### src/rtl/line_window_3_3.sv
`default_nettype none
// ============================================================================
// Module   : line_window_3_3
// Purpose  : 3x3 sliding-window generator for a raster-order pixel stream.
//            Two line buffers hold the previous two image rows. A 3x3 window
//            register array shifts left by one column on every accepted
//            pixel. Each pixel that completes a full neighbourhood produces
//            one 9*DW-bit patch for the downstream 3x3 convolution stage.
//
// Parameters
//   IMG_W  image width in pixels  (>= 3)
//   IMG_H  image height in pixels (>= 3)
//   DW     pixel width in bits
//
// Ports
//   CLK          in   1           clock, rising edge
//   rst          in   1           synchronous active-high reset
//   PIX_IN       in   DW          input pixel
//   PIX_VALID    in   1           PIX_IN accepted this cycle
//   SOF          in   1           with PIX_VALID: pixel is position (0,0)
//   PATCH        out  9*DW        window; top-left pixel in the MSBs,
//                                 row-major, bottom-right pixel in the LSBs
//   PATCH_VALID  out  1           one-cycle pulse per new window
//   ROW_O        out  clog2(IMG_H) row of the window's bottom-right pixel
//   COL_O        out  clog2(IMG_W) column of the window's bottom-right pixel
//
// Revision : 1.0  initial release
// ============================================================================
module line_window_3_3 #(
    parameter int IMG_W = 8,
    parameter int IMG_H = 8,
    parameter int DW    = 16
) (
    input  logic                     CLK,
    input  logic                     rst,
    input  logic [DW-1:0]            PIX_IN,
    input  logic                     PIX_VALID,
    input  logic                     SOF,
    output logic [9*DW-1:0]          PATCH,
    output logic                     PATCH_VALID,
    output logic [$clog2(IMG_H)-1:0] ROW_O,
    output logic [$clog2(IMG_W)-1:0] COL_O
);

    localparam int CW = $clog2(IMG_W);
    localparam int RW = $clog2(IMG_H);

    localparam logic [CW-1:0] c_last_col = CW'(IMG_W - 1);
    localparam logic [RW-1:0] c_last_row = RW'(IMG_H - 1);
    localparam logic [CW-1:0] c_two_col  = CW'(2);
    localparam logic [RW-1:0] c_two_row  = RW'(2);

    // ------------------------------------------------------------------------
    // Position of the next pixel to accept
    // ------------------------------------------------------------------------
    logic [RW-1:0] r_row;
    logic [CW-1:0] r_col;

    // Effective position of the pixel on the input this cycle. SOF forces
    // (0,0) regardless of where the counters currently point.
    logic [RW-1:0] w_pix_row;
    logic [CW-1:0] w_pix_col;
    logic [RW-1:0] w_next_row;
    logic [CW-1:0] w_next_col;
    logic          w_accept;
    logic          w_full_window;

    assign w_accept  = PIX_VALID && !rst;
    assign w_pix_row = SOF ? '0 : r_row;
    assign w_pix_col = SOF ? '0 : r_col;

    // A window is complete only once two rows and two columns precede the
    // current pixel; this also masks stale columns at the start of each row
    // and stale line-buffer rows at the start of a frame.
    assign w_full_window = (w_pix_row >= c_two_row) && (w_pix_col >= c_two_col);

    always_comb begin
        w_next_row = w_pix_row;
        w_next_col = w_pix_col + CW'(1);
        if (w_pix_col == c_last_col) begin
            w_next_col = '0;
            if (w_pix_row == c_last_row) begin
                w_next_row = '0;
            end else begin
                w_next_row = w_pix_row + RW'(1);
            end
        end
    end

    always_ff @(posedge CLK) begin
        if (rst) begin
            r_row <= '0;
            r_col <= '0;
        end else if (PIX_VALID) begin
            r_row <= w_next_row;
            r_col <= w_next_col;
        end
    end

    // ------------------------------------------------------------------------
    // Line buffers: r_lb0 holds row r-1, r_lb1 holds row r-2, both indexed
    // by column. Contents are never cleared; the window-complete condition
    // hides whatever is left from an earlier frame.
    // ------------------------------------------------------------------------
    logic [DW-1:0] r_lb0 [IMG_W];
    logic [DW-1:0] r_lb1 [IMG_W];
    logic [DW-1:0] w_lb0_rd;
    logic [DW-1:0] w_lb1_rd;

    assign w_lb0_rd = r_lb0[w_pix_col];
    assign w_lb1_rd = r_lb1[w_pix_col];

    always_ff @(posedge CLK) begin
        if (w_accept) begin
            r_lb1[w_pix_col] <= w_lb0_rd;
            r_lb0[w_pix_col] <= PIX_IN;
        end
    end

    // ------------------------------------------------------------------------
    // Window registers: r_win[row][col], row 0 = oldest image row (r-2),
    // col 2 = newest column. The new right column is built from buffer
    // values read before this cycle's write.
    // ------------------------------------------------------------------------
    logic [DW-1:0] r_win [3][3];
    logic          r_win_vld;
    logic [RW-1:0] r_win_row;
    logic [CW-1:0] r_win_col;

    always_ff @(posedge CLK) begin
        if (rst) begin
            for (int i = 0; i < 3; i++) begin
                for (int j = 0; j < 3; j++) begin
                    r_win[i][j] <= '0;
                end
            end
            r_win_vld <= 1'b0;
            r_win_row <= '0;
            r_win_col <= '0;
        end else begin
            r_win_vld <= PIX_VALID && w_full_window;
            if (PIX_VALID) begin
                for (int i = 0; i < 3; i++) begin
                    r_win[i][0] <= r_win[i][1];
                    r_win[i][1] <= r_win[i][2];
                end
                r_win[0][2] <= w_lb1_rd;
                r_win[1][2] <= w_lb0_rd;
                r_win[2][2] <= PIX_IN;
                r_win_row   <= w_pix_row;
                r_win_col   <= w_pix_col;
            end
        end
    end

    // ------------------------------------------------------------------------
    // Patch packing: element k = 3*row + col sits at slot 8-k, so the
    // top-left pixel lands in the MSBs and the bottom-right in the LSBs.
    // ------------------------------------------------------------------------
    logic [9*DW-1:0] w_pack;

    for (genvar gi = 0; gi < 3; gi++) begin : g_pack_row
        for (genvar gj = 0; gj < 3; gj++) begin : g_pack_col
            assign w_pack[(8 - (3*gi + gj))*DW +: DW] = r_win[gi][gj];
        end
    end

    // ------------------------------------------------------------------------
    // Output stage: registers the completed window; PATCH, ROW_O and COL_O
    // hold between pulses.
    // ------------------------------------------------------------------------
    always_ff @(posedge CLK) begin
        if (rst) begin
            PATCH       <= '0;
            PATCH_VALID <= 1'b0;
            ROW_O       <= '0;
            COL_O       <= '0;
        end else begin
            PATCH_VALID <= r_win_vld;
            if (r_win_vld) begin
                PATCH <= w_pack;
                ROW_O <= r_win_row;
                COL_O <= r_win_col;
            end
        end
    end

endmodule
`default_nettype wire

### config.mk
export PLATFORM = sky130hd
export DESIGN_NAME = line_window_3_3
export DESIGN_NICKNAME = d
export VERILOG_FILES = /design/src/rtl/line_window_3_3.sv
export SDC_FILE = /design/constraint.sdc
export NUM_CORES = 1
export LEC_CHECK = 0
export CAP_MARGIN = 25
export CORE_MARGIN = 3
export CORE_UTILIZATION = 58
export CTS_CLUSTER_SIZE = 20
export DETAILED_ROUTE_END_ITERATION = 6
export MAX_ROUTING_LAYER = met4
export PLACE_DENSITY = 0.85
export SLEW_MARGIN = 20
export SYNTH_ARGS = -nofsm -noshare
export SYNTH_HDL_FRONTEND = slang
export SYNTH_SLANG_ARGS = --single-unit
### constraint.sdc
create_clock -name CLK -period 5.25 [get_ports CLK]
set_input_delay 1.05 -clock CLK [delete_from_list [all_inputs] [get_ports CLK]]
set_output_delay 1.05 -clock CLK [all_outputs]
set_load 0.02 [all_outputs]
# --- Word level (Yosys, flattened, before mapping) ---
# Memories as Yosys holds them, arrays and structs flattened.
# Cells that the tools add are included.
word_totals:
  latch_bits: 0
  mem_bits_rw: 400
  elab_cells: 52
  reg_bits: 164
  mem_count: 3
  output_inout_bits: 151
  romBits: 0
  in_bits: 20
mem_list:
  columns: ["name", "words", "word_bits", "rd", "rd_ports_with_merged_regs", "write_ports", "line", "text"]
  rows:
  - ["r_win", 3, 48, 3, 0, 3, "125", "logic [DW-1:0] r_win [3][3];"]
  - ["r_lb0", 8, 16, 1, 0, 1, "105", "logic [DW-1:0] r_lb0 [IMG_W];"]
  - ["r_lb1", 8, 16, 1, 0, 1, "106", "logic [DW-1:0] r_lb1 [IMG_W];"]
op_classes:
  shift: 0
  div_mod_pow: 0
  n_reduce_logical: 4
  bitwise_logic: 9
  n_eq_ne: 2
  n_mux: 21
  order_cmp: 2
  add_sub_neg: 2
  mul: 0
op_table:
  columns: ["cell", "count"]
  rows:
  - ["16-bit 2-to-1 mux", 9]
  - ["3-bit 2-to-1 mux", 5]
  - ["1-bit OR", 9]
  - ["1-bit 2-to-1 mux", 7]
  - ["3-bit by 1-bit adder with 3-bit output, second input constant", 2]
  - ["3-bit == test, second input constant", 2]
  - ["3-bit by 2-bit >= comparator with 1-bit output, second input constant", 2]
  - ["1-bit logical AND", 3]
  - ["1-bit logical NOT", 1]

# --- Logic depth before layout (Yosys ltp) ---
depth:
  word_depth: 4
  mapped_depth: 9
  mapped_depth_nobuf: 7

# --- Least setup slack after synthesis ---
# OpenSTA, ideal clock, no wires.
synth_timing:
  kind: "input port to flip-flop"
  from: "in rst"
  to: "mem r_win[0][0] (netlist name) (enable)"
  arrival_time_ns: 4.179
  setup_ns: 0.497
  required_time_ns: 4.753
  slack_ns: 0.574
  stages: 3
  cell_sequence: "clkbuf_1 > nor2_1 > inv_1"
synth_rtl:
  columns: ["element", "line", "text"]
  rows:
  - ["start, declared", "35", "input logic rst,"]
  - ["end, declared", "125", null]

# --- Worst setup path after layout ---
layout_timing:
  from: "in PIX_VALID"
  to: "mem r_lb0[6][12] (enable)"
layout_between:
  elab_chain_cells: 3
layout_lines:
  columns: ["element", "line", "text"]
  rows:
  - ["start, declared", "37", "input logic PIX_VALID,"]
  - ["1-bit logical AND", "68", "assign w_accept = PIX_VALID && !rst;"]
  - ["1-bit 2-to-1 mux", "114", "if (w_accept) begin"]
  - ["1-bit 2-to-1 mux (not written as such)", "116", "r_lb0[w_pix_col] <= PIX_IN;"]
  - ["end, declared", "105", null]
# No other way between the ends.

==> flow_metrics.env <==
export IMPL_ios=171
export IMPL_drt_iter0_markers=1060
export IMPL_grt_pass1_vias=12200
export IMPL_syn2layout_area_growth_pct=18.1
export IMPL_fp_dieW_um=198
export IMPL_tightest_slew_ns=0.978
export IMPL_cts_buffers=54
export IMPL_ys_seq_area_share_pct=71.7
export IMPL_critPathLaunchType="input pin"
export IMPL_antennaDiodeCount=0
export IMPL_antenna_found_initial=0
export IMPL_crit_path_max_incr_delay_ns=0.81
export IMPL_skew_ns=0.0132
export IMPL_synth_area_per_cell_um2=14.9
export IMPL_syn_area_um2=21300
export IMPL_drv_cap=0
export IMPL_status="completed"
export IMPL_drive_above_1_share_pct=7.86
export IMPL_post_route_period_util_pct=62.6
export IMPL_hpwlAfterDp_mm=27.5
export IMPL_grt_max_degree=122
export IMPL_slew_viol_final=0
export IMPL_cts_resized=0
export IMPL_syn_inst=1427
export IMPL_finish_utilization_pct=70.2
export IMPL_overflow=0
export IMPL_clock_sinks=564
export IMPL_timing_worst_setup_path_type="input pin to flip-flop"
export IMPL_routed_via_count=12100
export IMPL_cts_root_buffer="clkbuf_16"
export IMPL_drc=0
export IMPL_end_kind="flip-flop"
export IMPL_routedWlPerCell_um=22.2
export IMPL_mappedNetlistNets=1452
export IMPL_hold_ws_ns=0.484
export IMPL_critPathMaxFanout=28
export IMPL_synth_cell_type_count=41
export IMPL_final_common_cell="edfxtp_1"
export IMPL_path_cells="clkdlybuf4s50_1, nor2b_4, nand3_1, nor2_2, buf_12"
export IMPL_max_freq_mhz=304
export IMPL_fp_dieArea_um2=39100
export IMPL_total_power_mw=9.12
export IMPL_maxSlewHeadroom_pct=34.8
export IMPL_layout_common_cells="edfxtp_1 (400), mux2i_1 (248), clkdlybuf4s50_1 (169)"
export IMPL_vdd_drop_max_mv=0.295
export IMPL_ys_flop_type="edfxtp_1"
export IMPL_gp_congestion=0.813
export IMPL_core_um2=35900
export IMPL_tritoncts="done"
export IMPL_routed_wl_mm=46.5
export IMPL_clock_latency_ns=0.59
export IMPL_synth_edf_count=400
export IMPL_postRouteAntennaNets=0
export IMPL_viasPerCell=5.79
export IMPL_critPathRequiredTime_ns=5.53
export IMPL_cts_max_level=2
export IMPL_hold_viol=0
export IMPL_slowest_stage="clkdlybuf4s50_1"
export IMPL_hold_path_class="flip-flop to flip-flop"
export IMPL_ys_async_sr_fraction_pct=0
export IMPL_fin_nets=1609
export IMPL_die_height_um=198
export IMPL_first_pass_iters=5
export IMPL_ys_ff_latch=564
export IMPL_grt_first_pass_wirelength_mm=70.5
export IMPL_clkTransAtPathRegs_ns=0.06
export IMPL_p_leak_nw=8.57
export IMPL_dp_cells=1989
export IMPL_finalSetupViolations=0
export IMPL_yosysWarnings=0
export IMPL_period_minus_slack_ns=3.29
export IMPL_fillCellCount=2222
export IMPL_rows=69
export IMPL_hold_buffers=0
export IMPL_rsz0062_at_grt="false"
export IMPL_track_usage_pct=24.1
export IMPL_start_util_pct=59.4
export IMPL_final_setup_tns_ns=0
export IMPL_p_per_area_nw_per_um2=362
export IMPL_layout_cells_non_filler=2090
export IMPL_port_buffers=170
export IMPL_clockBufferDepth=3
export IMPL_postCtsSetupBuffers=0
export IMPL_worstPathArrival_ns=3.56
## per-layer routing
layer  track usage, %  part of all wire (%)  wire, µm  up-vias
met1             31.3                    40     18700     5954
met4             8.49                   2.7      1260        0
met3             4.03                   7.5      3500       97
met2             39.1                    49     23000      523
met5                -                     0         0        -
li1                 -                     -         -     5524
## logic make-up (layout without fill, tap and decap cells)
| kind of cell | after synthesis | count (layout) | share of synthesized area, % |
|---|---|---|---|
| AO/OA/AOI/OAI | 146 | 146 | 5.07 |
| AND/OR/NAND/NOR | 367 | 367 | 8.86 |
| flip-flops | 564 | 564 | 71.7 |
| buffers and inverters | 97 | 299 | 2.42 |
| multiplexers | 248 | 248 | 11.6 |
| adder cells (fa/ha/maj) | 5 | 5 | 0.293 |
## critical path: cells and delay by family
| family | cells | cell delay [ns] |
|---|---|---|
| buffers and inverters | 2 | 1.10 |
| AND/OR/NAND/NOR | 3 | 1.38 |
## path summary, 6_finish.rpt
check	from	endpoint	slack, ns	cells past startpoint
setup / recovery	PIX_VALID	r_lb0[6][12]	1.96	5
hold / removal	r_win_row[2]	r_win_row[2]	0.48	2
setup reg to reg	r_col[2]	r_lb1[5][9]	2.49	4
hold reg to reg	r_win_row[2]	r_win_row[2]	0.48	2
## state kept, by name, indices dropped and copies added, names as in the netlist
| register | flops |
|---|---|
| r_col | 3 |
| r_win | 144 |
| r_win_row | 3 |
| r_win_col | 3 |
| ROW_O | 3 |
| COL_O | 3 |
| PATCH_VALID | 1 |
| r_lb1 | 128 |
| r_lb0 | 128 |
| r_win_vld | 1 |
| PATCH | 144 |
| r_row | 3 |
## where the power goes
part	total (mW)	leakage [nW]	switching [mW]	internal, mW
logic	0.324	2.47	0.212	0.111
clock network	3.85	0.873	1.59	2.26
registers	4.95	5.23	0.0696	4.88
## layout make-up
class                   instances  area (µm²)  area share (%)
multi-input cells             766        5570            22.1
clock buffers                  74        1510            5.99
inverters                       5        23.8          0.0943
repair buffers                193        1940            7.71
flip-flops and latches        564       15300            60.7
well taps                     461         577            2.29
clock inverters                27         269            1.07
## synthesized netlist by cell type, types with 19 or more instances
cell / n / share of area (%)
buf_2: 32 / 0.75
a21oi_1: 22 / 0.52
mux2i_1: 248 / 12
o31a_1: 31 / 1.3
nand2_1: 21 / 0.37
o22ai_1: 30 / 0.88
nand2b_1: 19 / 0.56
nand3b_1: 21 / 0.74
edfxtp_1: 400 / 56
clkbuf_1: 37 / 0.65
dfxtp_1: 164 / 15
and2_1: 112 / 3.3
nor2_1: 161 / 2.8
## per-stage QoR
step	setup WS (ns)	instance area (µm²)
2_1_floorplan	0.574	21300
3_3_place_gp	1.43	23400
3_5_place_dp	1.40	23400
4_1_cts	2.01	25200
5_1_grt	1.85	25200
6_report	1.96	25200
No activity file was read; power rests on OpenSTA's default activity.
==> RTL change (same settings) <==
Register the inputs `PIX_IN`, `PIX_VALID` and `SOF` before use, without a reset. The logic sees them one clock later. Comments in the files are not updated.
--- a/src/rtl/line_window_3_3.sv
+++ b/src/rtl/line_window_3_3.sv
@@ -52,2 +52,12 @@
 
+    logic [DW-1:0] PIX_IN_q;
+    logic PIX_VALID_q;
+    logic SOF_q;
+
+    always_ff @(posedge CLK) begin
+        PIX_IN_q    <= PIX_IN;
+        PIX_VALID_q <= PIX_VALID;
+        SOF_q       <= SOF;
+    end
+
     // ------------------------------------------------------------------------
@@ -67,5 +77,5 @@
 
-    assign w_accept  = PIX_VALID && !rst;
-    assign w_pix_row = SOF ? '0 : r_row;
-    assign w_pix_col = SOF ? '0 : r_col;
+    assign w_accept  = PIX_VALID_q && !rst;
+    assign w_pix_row = SOF_q ? '0 : r_row;
+    assign w_pix_col = SOF_q ? '0 : r_col;
 
@@ -93,3 +103,3 @@
             r_col <= '0;
-        end else if (PIX_VALID) begin
+        end else if (PIX_VALID_q) begin
             r_row <= w_next_row;
@@ -115,3 +125,3 @@
             r_lb1[w_pix_col] <= w_lb0_rd;
-            r_lb0[w_pix_col] <= PIX_IN;
+            r_lb0[w_pix_col] <= PIX_IN_q;
         end
@@ -140,4 +150,4 @@
         end else begin
-            r_win_vld <= PIX_VALID && w_full_window;
-            if (PIX_VALID) begin
+            r_win_vld <= PIX_VALID_q && w_full_window;
+            if (PIX_VALID_q) begin
                 for (int i = 0; i < 3; i++) begin
@@ -148,3 +158,3 @@
                 r_win[1][2] <= w_lb0_rd;
-                r_win[2][2] <= PIX_IN;
+                r_win[2][2] <= PIX_IN_q;
                 r_win_row   <= w_pix_row;
Function: same outputs for any inputs over 4 cycles, from zero or initial values and one cycle with rst high; that may be too few to reach the edited logic, so the function may still have changed.
==> RTL change against the unedited design <==
  * Area after synthesis up 1.2%
  * Register-to-register slack worse by 0.28 ns
  * Sequential share of layout area up 0.95 points
  * Largest cell class unchanged
  * Design area up 0.77%
  * Worst setup slack better by 0.24 ns
  * Wire length down 1.6%
  * Power down 0.10%
  * Sequential cell count up 18
==> RTL change: results (changes against the unedited design) <==
| Metric | Value |
|---|---|
| Setup Skew | 0.01999 ns (+0.006758 ns) |
| Port bufs | 170 (unchanged) |
| Synth warn | 0 (unchanged) |
| Placed cell count | 2,012 (+1.2%) |
| Worst vdd ir | 0.0002848 V (-3.3%) |
| Setup bufs post-CTS | 0 (unchanged) |
| Clock Pin Slew Worst Setup and Hold Paths | 0.06 ns (about the same) |
| WP data arrival | 3.30 ns (-0.26 ns) |
| Gate Count Post-Synth | 1,445 (+1.3%) |
| Delay-heaviest family, CP | flip-flops |
| DR iter-0 viols | 1,034 (-2.5%) |
| DR pass1 iterations | 5 (unchanged) |
| Vias in the first global route | 12,240 (+0.057%) |
| Status | finished, final reports clean |
| Slew @ Worst Pin | 1.045 ns (+0.06707 ns) |
| Clock latency on the worst-skew pair | 0.58 ns |
| Largest net degree at the start of global routing | 144 (+18%) |
| Ratio of cells with drive above 1 in the final layout | 0.06861 (-0.009966) |
| Max incr delay on CP | 0.85 ns (+0.04 ns) |
| DR DRC count | 0 (unchanged) |
| First-pass GRT wire length | 69.77 mm (-1.1%) |
| Top flop regs | PATCH (144), r_win (144) |
| Clk buf depth | 3 (unchanged) |
| Sequential share of the synthesized area | 0.7255 (+0.008341) |
| Slowest CP cell | dfxtp_4 |
| Final non-filler cell total | 2,115 (+1.2%) |
| Static leakage | 8.672 nW (+1.2%) |
| Hold depth | 2 (unchanged) |
| Crit-path max FO | 49 (+75%) |
| Synth area leaders | edfxtp_1 (56%), dfxtp_1 (17%), mux2i_1 (12%) |
| Post-DP Area | 0.02366 sq mm (+1.0%) |
| Placed wire-length estimate | 26.89 mm (-2.3%) |
| Commonest cells in the netlist | edfxtp_1 (400), mux2i_1 (248), dfxtp_1 (182), nor2_1 (161), and2_1 (112) |
| Worst Reg2Reg Path Length in Cells | 4 (unchanged) |
| Root Buffer | clkbuf_16 |
| Number of fill cells | 2,273 (+2.3%) |
| H-tree depth | 2 (unchanged) |
| Synth Net Count | 1,470 (+1.2%) |
| Number of library cell types mapped by synthesis | 36 (-12%) |
| Layout Nets | 1,626 (+1.1%) |
| GRT Total Usage | 0.2349 (-0.006412) |
| Minimum setup slack after placement | 1.678 ns (+0.2807 ns) |
| RD Place Congestion | 0.8208 (+1.0%) |
| Asr flop ratio synth | 0 (unchanged) |
| DR WL/cell | 21.62 um (-2.8%) |
| ANT cells | 0 (unchanged) |
| Initial antenna violation count | 0 (unchanged) |
| EDFF count, synth | 400 (unchanged) |
| Vias post-DR | 12,240 (+1.1%) |
| Total CTS buffers | 54 (unchanged) |
RTL change: routing by layer:
metal / track usage / share of wire / vias to the layer above / wire length [um]
met3: 0.03117 / 0.061 / 99 / 2807
met2: 0.3863 / 0.50 / 495 / 22870
met4: 0.07366 / 0.028 / 0 / 1263
li1: - / - / 5601 / -
met1: 0.3089 / 0.41 / 6040 / 18780
met5: - / 0 / - / 0
RTL change: power breakdown:
part,internal [mW],switching (mW)
Clock,2.12,1.59
Sequential,5.02,0.0793
Combinational,0.108,0.192
RTL change: cells by family (layout without fill, tap and decap cells):
family | count (synthesis) | after routing | share of synthesized area
DFF | 582 | 582 | 0.7255
and+or+nand+nor | 367 | 367 | 0.08732
muxes | 248 | 248 | 0.1150
AOI/OAI and AO/OA | 146 | 146 | 0.04726
buffers and inverters | 97 | 299 | 0.02203
adders and majority gates | 5 | 5 | 0.002899
RTL change: final cells by class:
class | count | area, sq um | area share
clock buffers | 87 | 1629 | 0.06416
clock inverters | 15 | 75.07 | 0.002957
inverters | 5 | 23.77 | 0.0009362
multi-input cells | 766 | 5507 | 0.2169
flip-flops and latches | 582 | 15660 | 0.6168
well taps | 468 | 585.6 | 0.02306
repair buffers | 192 | 1909 | 0.07519
RTL change: worst paths after layout:
| check | from | slack (ns) | end |
|---|---|---|---|
| worst min-delay path | r_win[0][82]$_SDFFCE_PN0P_ | 0.48 | PATCH[82]$_SDFFE_PP0P_ |
| worst min register to register | r_win[0][82]$_SDFFCE_PN0P_ | 0.48 | PATCH[82]$_SDFFE_PP0P_ |
| worst max register to register | r_col[0]$_SDFFE_PP0P_ | 2.21 | r_lb1[0][14]$_DFFE_PP_ |
| worst max-delay path | r_col[0]$_SDFFE_PP0P_ | 2.21 | r_lb1[0][14]$_DFFE_PP_ |
